[config.mk]
export PLATFORM = sky130hd
export DESIGN_NAME = sync_fifo_flags
export DESIGN_NICKNAME = d
export VERILOG_FILES = /design/src/rtl/sync_fifo_pkg.sv /design/src/rtl/fifo_mem_sp.sv /design/src/rtl/sync_fifo_flags.sv
export SDC_FILE = /design/constraint.sdc
export NUM_CORES = 1
export LEC_CHECK = 0
export ABC_AREA = 1
export CAP_MARGIN = 10
export CORE_UTILIZATION = 40
export DETAILED_ROUTE_END_ITERATION = 12
export PLACE_DENSITY = 0.58
export SLEW_MARGIN = 25
export SYNTH_ARGS = -nofsm -noshare
export SYNTH_HDL_FRONTEND = slang
export SYNTH_SLANG_ARGS = --single-unit
export TNS_END_PERCENT = 50
[constraint.sdc]
create_clock -name Clk -period 2.4 [get_ports Clk]
set_input_delay 0.48 -clock Clk [delete_from_list [all_inputs] [get_ports Clk]]
set_output_delay 0.48 -clock Clk [all_outputs]
set_load 0.1 [all_outputs]
[src/rtl/sync_fifo_pkg.sv]
// sync_fifo_pkg
//   Shared sizing helpers, defaults and configuration checks for the
//   single-clock flagged FIFO (sync_fifo_flags) and its storage array
//   (fifo_mem_sp).
//   Contents:
//     DEF_*            default parameter values
//     depth_of()       entry count from log2 depth
//     clog2_depth()    ceil(log2(n)) helper
//     ptr_width()      read/write pointer width
//     cnt_width()      occupancy counter width (one extra bit to hold Depth)
//     *_level_ok()     legal ranges for the watermark levels
//     fifo_flags_t     decoded status flags
package sync_fifo_pkg;

  localparam int DEF_WIDTH      = 8;
  localparam int DEF_DEPTH_SIZE = 4;
  localparam int DEF_AF_LEVEL   = 12;
  localparam int DEF_AE_LEVEL   = 2;

  function automatic int depth_of(input int depth_size);
    return 1 << depth_size;
  endfunction

  function automatic int clog2_depth(input int n);
    int r;
    r = 0;
    while ((1 << r) < n) r++;
    return r;
  endfunction

  function automatic int ptr_width(input int depth_size);
    return depth_size;
  endfunction

  // Occupancy must represent 0..Depth inclusive, so one bit wider than a pointer.
  function automatic int cnt_width(input int depth_size);
    return depth_size + 1;
  endfunction

  function automatic bit af_level_ok(input int depth_size, input int af_level);
    return (af_level >= 1) && (af_level <= depth_of(depth_size));
  endfunction

  function automatic bit ae_level_ok(input int depth_size, input int ae_level);
    return (ae_level >= 0) && (ae_level <= depth_of(depth_size) - 1);
  endfunction

  function automatic bit cfg_ok(input int width, input int depth_size,
                                input int af_level, input int ae_level);
    return (width >= 1) && (depth_size >= 1) &&
           (clog2_depth(depth_of(depth_size)) == depth_size) &&
           af_level_ok(depth_size, af_level) &&
           ae_level_ok(depth_size, ae_level);
  endfunction

  typedef struct packed {
    logic full;
    logic empty;
    logic afull;
    logic aempty;
  } fifo_flags_t;

endpackage

[src/rtl/fifo_mem_sp.sv]
// fifo_mem_sp
//   Width x (1<<Depth_Size) register array backing the FIFO.
//   Synchronous write, asynchronous (combinational) read. Contents are
//   never reset; the FIFO pointers decide which entries are meaningful.
//   Ports:
//     clk    in   write clock
//     we     in   write enable
//     waddr  in   write address
//     wdata  in   write data
//     raddr  in   read address
//     rdata  out  read data (combinational from raddr)
module fifo_mem_sp
  import sync_fifo_pkg::*;
#(
  parameter int Width      = DEF_WIDTH,
  parameter int Depth_Size = DEF_DEPTH_SIZE
) (
  input  logic                  clk,
  input  logic                  we,
  input  logic [Depth_Size-1:0] waddr,
  input  logic [Width-1:0]      wdata,
  input  logic [Depth_Size-1:0] raddr,
  output logic [Width-1:0]      rdata
);

  localparam int Depth = depth_of(Depth_Size);

  logic [Width-1:0] mem_q [Depth];

  always_ff @(posedge clk) begin
    if (we) mem_q[waddr] <= wdata;
  end

  assign rdata = mem_q[raddr];

endmodule

[src/rtl/sync_fifo_flags.sv]
// sync_fifo_flags
//   Single-clock FIFO with full/empty, almost-full/almost-empty watermarks,
//   sticky overflow/underflow flags and a read-valid strobe.
//   Optional macro SYNC_FIFO_FWFT_EN selects first-word-fall-through: the
//   head word is shown combinationally on fifo_out and rd_en pops it.
//   Without the macro, fifo_out is registered and updated one cycle after
//   an accepted read.
//   Ports:
//     Clk, Rst_n          clock, asynchronous active-low reset
//     wr_en, fifo_in      write request and data
//     rd_en               read (pop) request
//     clr_err             synchronous clear of overflow/underflow
//     fifo_out            read data
//     fifo_out_valid      popped-word strobe (std) / head present (FWFT)
//     fifo_full/empty     occupancy == Depth / == 0
//     fifo_almost_full    occupancy >= AF_Level
//     fifo_almost_empty   occupancy <= AE_Level
//     fifo_counter        occupancy 0..Depth
//     overflow/underflow  sticky error flags
module sync_fifo_flags
  import sync_fifo_pkg::*;
#(
  parameter int Width      = DEF_WIDTH,
  parameter int Depth_Size = DEF_DEPTH_SIZE,
  parameter int AF_Level   = DEF_AF_LEVEL,
  parameter int AE_Level   = DEF_AE_LEVEL
) (
  input  logic                  Clk,
  input  logic                  Rst_n,
  input  logic                  wr_en,
  input  logic [Width-1:0]      fifo_in,
  input  logic                  rd_en,
  input  logic                  clr_err,
  output logic [Width-1:0]      fifo_out,
  output logic                  fifo_out_valid,
  output logic                  fifo_full,
  output logic                  fifo_empty,
  output logic                  fifo_almost_full,
  output logic                  fifo_almost_empty,
  output logic [Depth_Size:0]   fifo_counter,
  output logic                  overflow,
  output logic                  underflow
);

  localparam int Depth = depth_of(Depth_Size);
  localparam int PTR_W = ptr_width(Depth_Size);
  localparam int CNT_W = cnt_width(Depth_Size);

  localparam logic [CNT_W-1:0] DEPTH_C = CNT_W'(Depth);
  localparam logic [CNT_W-1:0] AF_C    = CNT_W'(AF_Level);
  localparam logic [CNT_W-1:0] AE_C    = CNT_W'(AE_Level);
  localparam logic [CNT_W-1:0] CNT_ONE = CNT_W'(1);
  localparam logic [PTR_W-1:0] PTR_ONE = PTR_W'(1);

  if (!cfg_ok(Width, Depth_Size, AF_Level, AE_Level)) begin : g_bad_cfg
    $error("sync_fifo_flags: illegal Width/Depth_Size/AF_Level/AE_Level");
  end

  logic [PTR_W-1:0] wr_ptr_q, wr_ptr_d;
  logic [PTR_W-1:0] rd_ptr_q, rd_ptr_d;
  logic [CNT_W-1:0] count_q, count_d;
  logic             ovf_q, ovf_d;
  logic             udf_q, udf_d;
  logic             rd_acc, wr_acc;
  logic [Width-1:0] mem_rdata;
  fifo_flags_t      flags;

  // Flags decode the registered count only, so they lag accepted
  // operations by one edge and never depend on this cycle's requests.
  always_comb begin
    flags        = '0;
    flags.full   = (count_q == DEPTH_C);
    flags.empty  = (count_q == '0);
    flags.afull  = (count_q >= AF_C);
    flags.aempty = (count_q <= AE_C);
  end

  // A read from a full FIFO frees the slot the write needs this same edge.
  assign rd_acc = rd_en & ~flags.empty;
  assign wr_acc = wr_en & (~flags.full | rd_acc);

  always_comb begin
    wr_ptr_d = wr_ptr_q;
    rd_ptr_d = rd_ptr_q;
    count_d  = count_q;
    if (wr_acc) wr_ptr_d = wr_ptr_q + PTR_ONE;
    if (rd_acc) rd_ptr_d = rd_ptr_q + PTR_ONE;
    unique case ({wr_acc, rd_acc})
      2'b10:   count_d = count_q + CNT_ONE;
      2'b01:   count_d = count_q - CNT_ONE;
      default: count_d = count_q;
    endcase
  end

  // Sticky errors; a new event in the clear cycle keeps the flag set.
  always_comb begin
    ovf_d = (ovf_q & ~clr_err) | (wr_en & ~wr_acc);
    udf_d = (udf_q & ~clr_err) | (rd_en & ~rd_acc);
  end

  always_ff @(posedge Clk or negedge Rst_n) begin
    if (!Rst_n) begin
      wr_ptr_q <= '0;
      rd_ptr_q <= '0;
      count_q  <= '0;
      ovf_q    <= 1'b0;
      udf_q    <= 1'b0;
    end else begin
      wr_ptr_q <= wr_ptr_d;
      rd_ptr_q <= rd_ptr_d;
      count_q  <= count_d;
      ovf_q    <= ovf_d;
      udf_q    <= udf_d;
    end
  end

  fifo_mem_sp #(
    .Width      (Width),
    .Depth_Size (Depth_Size)
  ) u_mem (
    .clk   (Clk),
    .we    (wr_acc),
    .waddr (wr_ptr_q),
    .wdata (fifo_in),
    .raddr (rd_ptr_q),
    .rdata (mem_rdata)
  );

`ifdef SYNC_FIFO_FWFT_EN
  // Head entry is always on the read port; a word written into an empty
  // FIFO shows up once count leaves zero after its write edge.
  assign fifo_out       = mem_rdata;
  assign fifo_out_valid = ~flags.empty;
`else
  logic [Width-1:0] dout_q, dout_d;
  logic             vld_q, vld_d;

  // Output register holds the last popped word between reads; the valid
  // strobe marks only the cycle right after each accepted read.
  always_comb begin
    dout_d = dout_q;
    vld_d  = rd_acc;
    if (rd_acc) dout_d = mem_rdata;
  end

  always_ff @(posedge Clk or negedge Rst_n) begin
    if (!Rst_n) begin
      dout_q <= '0;
      vld_q  <= 1'b0;
    end else begin
      dout_q <= dout_d;
      vld_q  <= vld_d;
    end
  end

  assign fifo_out       = dout_q;
  assign fifo_out_valid = vld_q;
`endif

  assign fifo_full         = flags.full;
  assign fifo_empty        = flags.empty;
  assign fifo_almost_full  = flags.afull;
  assign fifo_almost_empty = flags.aempty;
  assign fifo_counter      = count_q;
  assign overflow          = ovf_q;
  assign underflow         = udf_q;

endmodule

==> reports/metrics.yaml, run 1 <==
outcome: "finished, final reports clean"
wl_per_cell_um: 15.69
final_cells: 965
fin_util_pct: 49.07
setup_viol: 0
post-cts-setup-buffers: 0
synth_seq_cells: 152
hp-class: "input pin to asynchronous set/reset pin"
grt_pass1_vias: 4625
power_mw: 10.38
tns_ps: 0
grt_pass1_wl_mm: 24.36
rsz0062_at_grt: "false"
yosysWarnings: 0
cp-start-kind: "register"
synth_common_cells: "218 x nand2_1, 128 x edfxtp_1, 111 x inv_1"
via_per_inst: 4.728
synth_most_common_cell: "nand2_1"
clkPwrFrac_pct: 25.1
skew_ps: 10.92
portBuffers: 32
rrSetupSlack_ps: 170
leakagePower_nw: 3.571
die_area_sq_um: 17430
netlist_area_sq_um: 6761
place_congestion: 0.8435
cts_made_buffers: 17
yosys.area.top_type: "edfxtp_1"
netlist_instances: 671
syn2layout_area_growth_pct: 19.93
grt_max_degree: 55
required_ps: 2760
drive_gt1_share_pct: 13.96
clock.fmax_mhz: 449.3
ys_top_cells_by_area: "edfxtp_1 57%, nand2_1 12%, dfrtp_1 8.9%"
die-width_um: 132.0
power_density_nw_per_um2: 1280
timing.hold.ws_ps: 423.6
antennaDiodeCount: 0
first_iter_violations: 367
cts_hold_buf: 0
pwr-share-comb_pct: 40.4
rows: 47
synth_cell_types: 27
die_h_um: 132.0
final_nets: 755
drcViolationCount: 0
cap_violations: 0
p_int_mw: 5.999
core_sq_um: 16520
layout_min_cycle_time_ps: 2226
crit_type: "register to register"
via_count: 4563
tritoncts: "built"
crit_fanout: 4
vdd_drop_max_uv: 853.8
synth_edf_count: 128
htreeDepth: 4
design_area_sq_um: 8109
overflow: 0
crit_path_end_kind: "register"
cts.sinks: 152
clk_pin_slew_ps: 60
placedCellCount: 933
relSlewSlack_pct: 52.25
place_area_sq_um: 7532
syn_area_per_cell_sq_um: 10.08
async_flop_share_pct: 15.79
fin_ws_ps: 174.3
clock_tree.root_cell: "clkbuf_16"
yosysSeqAreaShare_pct: 65.73
synth_flop_cell: "edfxtp_1"
synth.top_cell.area_share_pct: 56.85
post-place-ws_ps: -60.39
p_sw_mw: 4.381
track_usage_pct: 18.73
cp.arrival_ps: 2580
dpl.hpwl_mm: 10.08
drtPass1Iterations: 5
routed_wl_mm: 15.14
io_pins: 33
antenna_left: 0
hold_viol_final: 0
cts_max_path_buffers: 2
power_frac_seq_pct: 34.5
period_share_pct: 92.74
drv_slew: 0
clk_latency_ps: 420
initial_core_util_pct: 40.92
worst_pin_slew_ps: 714.1
antenna_found_initial: 0
swShare_pct: 42.21
synth_nets: 694
-- cells by family after synthesis --
kind of cell	after synthesis	synth area share, %
adders and majority gates	10	1.962
DFF	152	65.73
buffers and inverters	142	8.790
and+or+nand+nor	345	21.32
AOI/OAI and AO/OA	14	1.166
xor gates and xnor gates	8	1.036
-- state kept, by name, summed over array words and instances, names as in the netlist --
signal,flops
wr_ptr_q,4
overflow,1
fifo_out_valid,1
rd_ptr_q,4
u_mem.mem_q,128
fifo_out,8
underflow,1
fifo_counter,5
-- worst paths after layout --
kind / start / endpoint / cells past startpoint
max: fifo_counter[4] / fifo_counter[4] / 12
max reg2reg: fifo_counter[4] / fifo_counter[4] / 12
min in group Clk: fifo_out[7] / fifo_out[7] / 2
min: Rst_n / fifo_counter[1] / 2
max in group asynchronous: Rst_n / fifo_counter[0] / 2
min reg2reg: fifo_out[7] / fifo_out[7] / 2
-- timing repair --
action,CTS,global route
hold endpoints to repair,0,0
gates resized for setup,0,1
setup endpoints to repair,0,1
-- metal layers --
metal	track usage, %	up-vias	wire length [um]
met5	0	-	0
met4	6.912	0	224
met3	3.922	17	558
met2	30.95	101	7353
met1	24.34	2169	7000
li1	-	2276	-
-- critical path: stages (launching register included) --
cell and delay, ps:
dfrtp_4 500, inv_1 160, nand4_1 200, nand2_2 120, inv_2 60, ha_4 150, fa_1 400, a21oi_1 160
nor2_1 60, nor2_1 110, xor2_1 150, nand2_1 60, nand2_1 50
-- cell type report --
class                   instances  area, sq um
clock buffers                  19        432.9
clock inverters                13        143.9
fillers                      1501         8416
inverters                     116        435.4
multi-input cells             377         1767
flip-flops and latches        152         4464
well taps                     220        275.3
repair buffers                 68        590.6
-- power by group through the flow --
stage	Combinational [mW]	Clock [mW]	Sequential [mW]
after floorplan	2.33	0	4.36
after global placement	4.14	0	3.62
after detailed placement	4.19	0	3.63
after CTS	4.21	2.65	3.58
after global routing	4.59	2.75	3.62
final	4.19	2.61	3.58
-- layout by cell type (no fill, tap or decap) --
cell type          n
a31oi_1            1
nand2_1          218
clkinv_2           1
xor2_1             6
o21ai_1            2
buf_12             4
clkbuf_1           2
inv_6              4
clkdlybuf4s50_1   12
bufinv_16          2
a21oi_1            2
o21ai_2            1
nand3_1          100
nand4_1            1
nor2_4             2
nand2_2            2
clkinv_4           2
xnor2_1            2
buf_4             52
inv_2              3
dfrtp_1           18
dfrtp_4            5
a21boi_1           1
o22ai_1            1
nor2_1            20
nand2_4            1
nand3_2            1
clkinvlp_4         3
inv_1            111
fa_1               1
clkinv_1           3
a21oi_2            1
o21ai_0            5
ha_4               2
clkbuf_16         17
edfxtp_1         128
ha_1               7
dfrtp_2            1
No activity file was read; power rests on OpenSTA's default activity.
==> run 2: changes to the inputs <==
--- a/constraint.sdc
+++ b/constraint.sdc
@@ -3,2 +3,2 @@
 set_output_delay 0.48 -clock Clk [all_outputs]
-set_load 0.1 [all_outputs]
+set_load 0.005 [all_outputs]
==> run 2 against run 1 <==
Hold slack got worse by 16 ps. Combinational power decreased by 22%. First-iteration DRC count decreased by 6.3%. Clock skew decreased by 0.85 ps. Sequential power decreased by 3%. Design area decreased by 0.60%. Via count increased by 0.59%. Maximum frequency decreased by 0.59%. Largest power group is now sequential cells.
==> reports/metrics.yaml, run 2 (synthesis gave the netlist of run 1 again) <==
outcome: "finished, final reports clean"
rows: 47  # unchanged
grt_max_degree: 67  # +22%
antennaDiodeCount: 0  # unchanged
clock.fmax_mhz: 446.7  # -0.59%
timing.hold.ws_ps: 407.2  # -16.45 ps
p_sw_mw: 3.402  # -22%
relSlewSlack_pct: 49.72  # -2.5 points
required_ps: 1920  # -840 ps
num-fill-cells: 1486  # -1.0%
wl_per_cell_um: 15.75  # +0.41%
rrSetupSlack_ps: 190  # +20 ps
drive_gt1_share_pct: 10.09  # -3.9 points
drtPass1Iterations: 5  # unchanged
die_area_sq_um: 17430  # unchanged
dpl.hpwl_mm: 9.674  # -4.0%
mostFrequentLayoutCell: "nand2_1"
via_count: 4590  # +0.59%
design_area_sq_um: 8060  # -0.60%
layout_min_cycle_time_ps: 2239  # +13.17 ps
hold_viol_final: 0  # unchanged
drcViolationCount: 0  # unchanged
htreeDepth: 4  # unchanged
syn2layout_area_growth_pct: 19.21
clkPwrFrac_pct: 28.3  # +3.2 points
cts_hold_buf: 0  # unchanged
leakagePower_nw: 3.545  # -0.71%
rsz0062_at_grt: "false"
power_density_nw_per_um2: 1165  # -9.0%
place_congestion: 0.8341  # -1.1%
timing.critical_path.slowest_cell_delay_ps: 490  # about the same
clk_pin_slew_ps: 60  # about the same
crit_fanout: 4  # unchanged
grt_pass1_wl_mm: 24.27  # -0.37%
cts_max_path_buffers: 2  # unchanged
final_nets: 753  # -0.26%
antenna_left: 0  # unchanged
cts.sinks: 152  # unchanged
io_pins: 33  # unchanged
final_cell_mix: "218 x nand2_1, 128 x edfxtp_1, 111 x inv_1, 101 x nand3_1, 33 x buf_4"
core_sq_um: 16520  # unchanged
crit_path_end_kind: "primary output"
routed_wl_mm: 15.17  # +0.20%
pwr-share-comb_pct: 34.9  # -5.5 points
skew_ps: 10.07  # -0.8492 ps
first_iter_violations: 344  # -6.3%
cts_made_buffers: 17  # unchanged
overflow: 0  # unchanged
die_h_um: 132.0  # unchanged
worst_path_max_delay_cell: "clkdlybuf4s50_1"
grt_pass1_vias: 4591  # -0.74%
place_area_sq_um: 7467  # -0.86%
swShare_pct: 36.23  # -6.0 points
cp.arrival_ps: 1760  # -820 ps
track_usage_pct: 18.79  # +0.064 points
initial_core_util_pct: 40.92  # unchanged
largest_reg_flops: 128  # unchanged
power_frac_seq_pct: 36.8  # +2.3 points
cp-start-kind: "register"
crit_type: "register to primary output"
worstReg2RegStart: "fifo_counter[4]"
period_share_pct: 93.29  # +0.55 points
via_per_inst: 4.766  # +0.80%
antenna_found_initial: 0  # unchanged
portBuffers: 32  # unchanged
clk_latency_ps: 430  # about the same
cap_violations: 0  # unchanged
worst_path_most_repeated_cell: "inv_1"
die-width_um: 132.0  # unchanged
p_int_mw: 5.988  # -0.19%
crit_chain: "inv_1, nand4_1, inv_1, clkdlybuf4s50_1"
reg2regPathDepth: 12  # unchanged
vdd_drop_max_uv: 679.2  # -20%
hp-class: "input pin to asynchronous set/reset pin"
tritoncts: "built"
clock_tree.root_cell: "clkbuf_16"
worst_pin_slew_ps: 751.9  # +37.81 ps
reg2reg_to: "fifo_counter[4]"
drv_slew: 0  # unchanged
setup_viol: 0  # unchanged
top_register: "u_mem.mem_q"
[run 2: cell types whose count changed in the layout (fill, tap and decap cells not counted), sizes merged]
cell / delta
buf: -22
inv: +2
clkinvlp: -1
clkinv: +1
clkdlybuf4s50: +20
clkbuf: -2
[run 2: cell type report]
| type | instances | area [sq um] | share of cell area (%) |
|---|---|---|---|
| inverters | 116 | 435.4 | 5.402 |
| well taps | 220 | 275.3 | 3.415 |
| clock inverters | 15 | 167.7 | 2.080 |
| clock buffers | 17 | 425.4 | 5.278 |
| repair buffers | 66 | 588.1 | 7.296 |
| multi-input cells | 377 | 1723 | 21.38 |
| flip-flops and latches | 152 | 4446 | 55.15 |
[run 2: layer usage]
layer,part of all wire [%],vias to the layer above,GRT usage [%]
li1,-,2269,-
met1,45,2193,23.38
met2,49,110,31.89
met4,1.3,0,6.266
met5,0,-,0
met3,4.9,18,4.806
[run 2: power by group through the flow]
stage	clock [mW]	combinational, mW	sequential, mW
after floorplan	0	2.12	3.48
after global placement	0	3.20	3.49
after detailed placement	0	3.26	3.51
after CTS	2.71	3.28	3.46
after global routing	2.81	3.66	3.49
final	2.66	3.27	3.46
[run 2: metrics by stage]
stage / power, mW / setup WS, ps / utilization [%] / cells / TNS, ps
2_1_floorplan: 5.599 / 66.24 / - / 671 / 0
3_3_place_gp: 6.697 / -44.32 / 45.19 / 931 / -44.32
3_5_place_dp: 6.763 / -69.10 / 45.19 / 931 / -131.7
4_1_cts: 9.445 / 138.4 / 48.78 / 963 / 0
5_1_grt: 9.968 / 38.40 / 48.78 / 963 / 0
6_report: 9.390 / 161.1 / 48.78 / 963 / 0
[run 2: worst max-delay path, delay by kind of cell (launching register included)]
family	cells	cell delay, ps
buffers and inverters	3	720
flip-flops	1	420
AND/OR/NAND/NOR	1	180
[run 2: timing repair]
item                                    in CTS  in global routing
setup buffers                                0                  0
endpoints found under the setup margin       0                  1
resized for setup                            0                  1
[run 2: worst max path at each step]
| stage | from | endpoint | slack, ps | cells past startpoint |
|---|---|---|---|---|
| finish | fifo_counter[4] | fifo_empty | 160 | 4 |
| global route | fifo_counter[4] | fifo_counter[4] | 40 | 12 |
| CTS | fifo_counter[4] | fifo_counter[3] | 140 | 11 |
| detailed placement | rd_en | fifo_counter[4] | -70 | 12 |
| global placement | rd_en | fifo_counter[4] | -40 | 12 |
| floorplan | fifo_counter[2] | fifo_counter[4] | 70 | 13 |
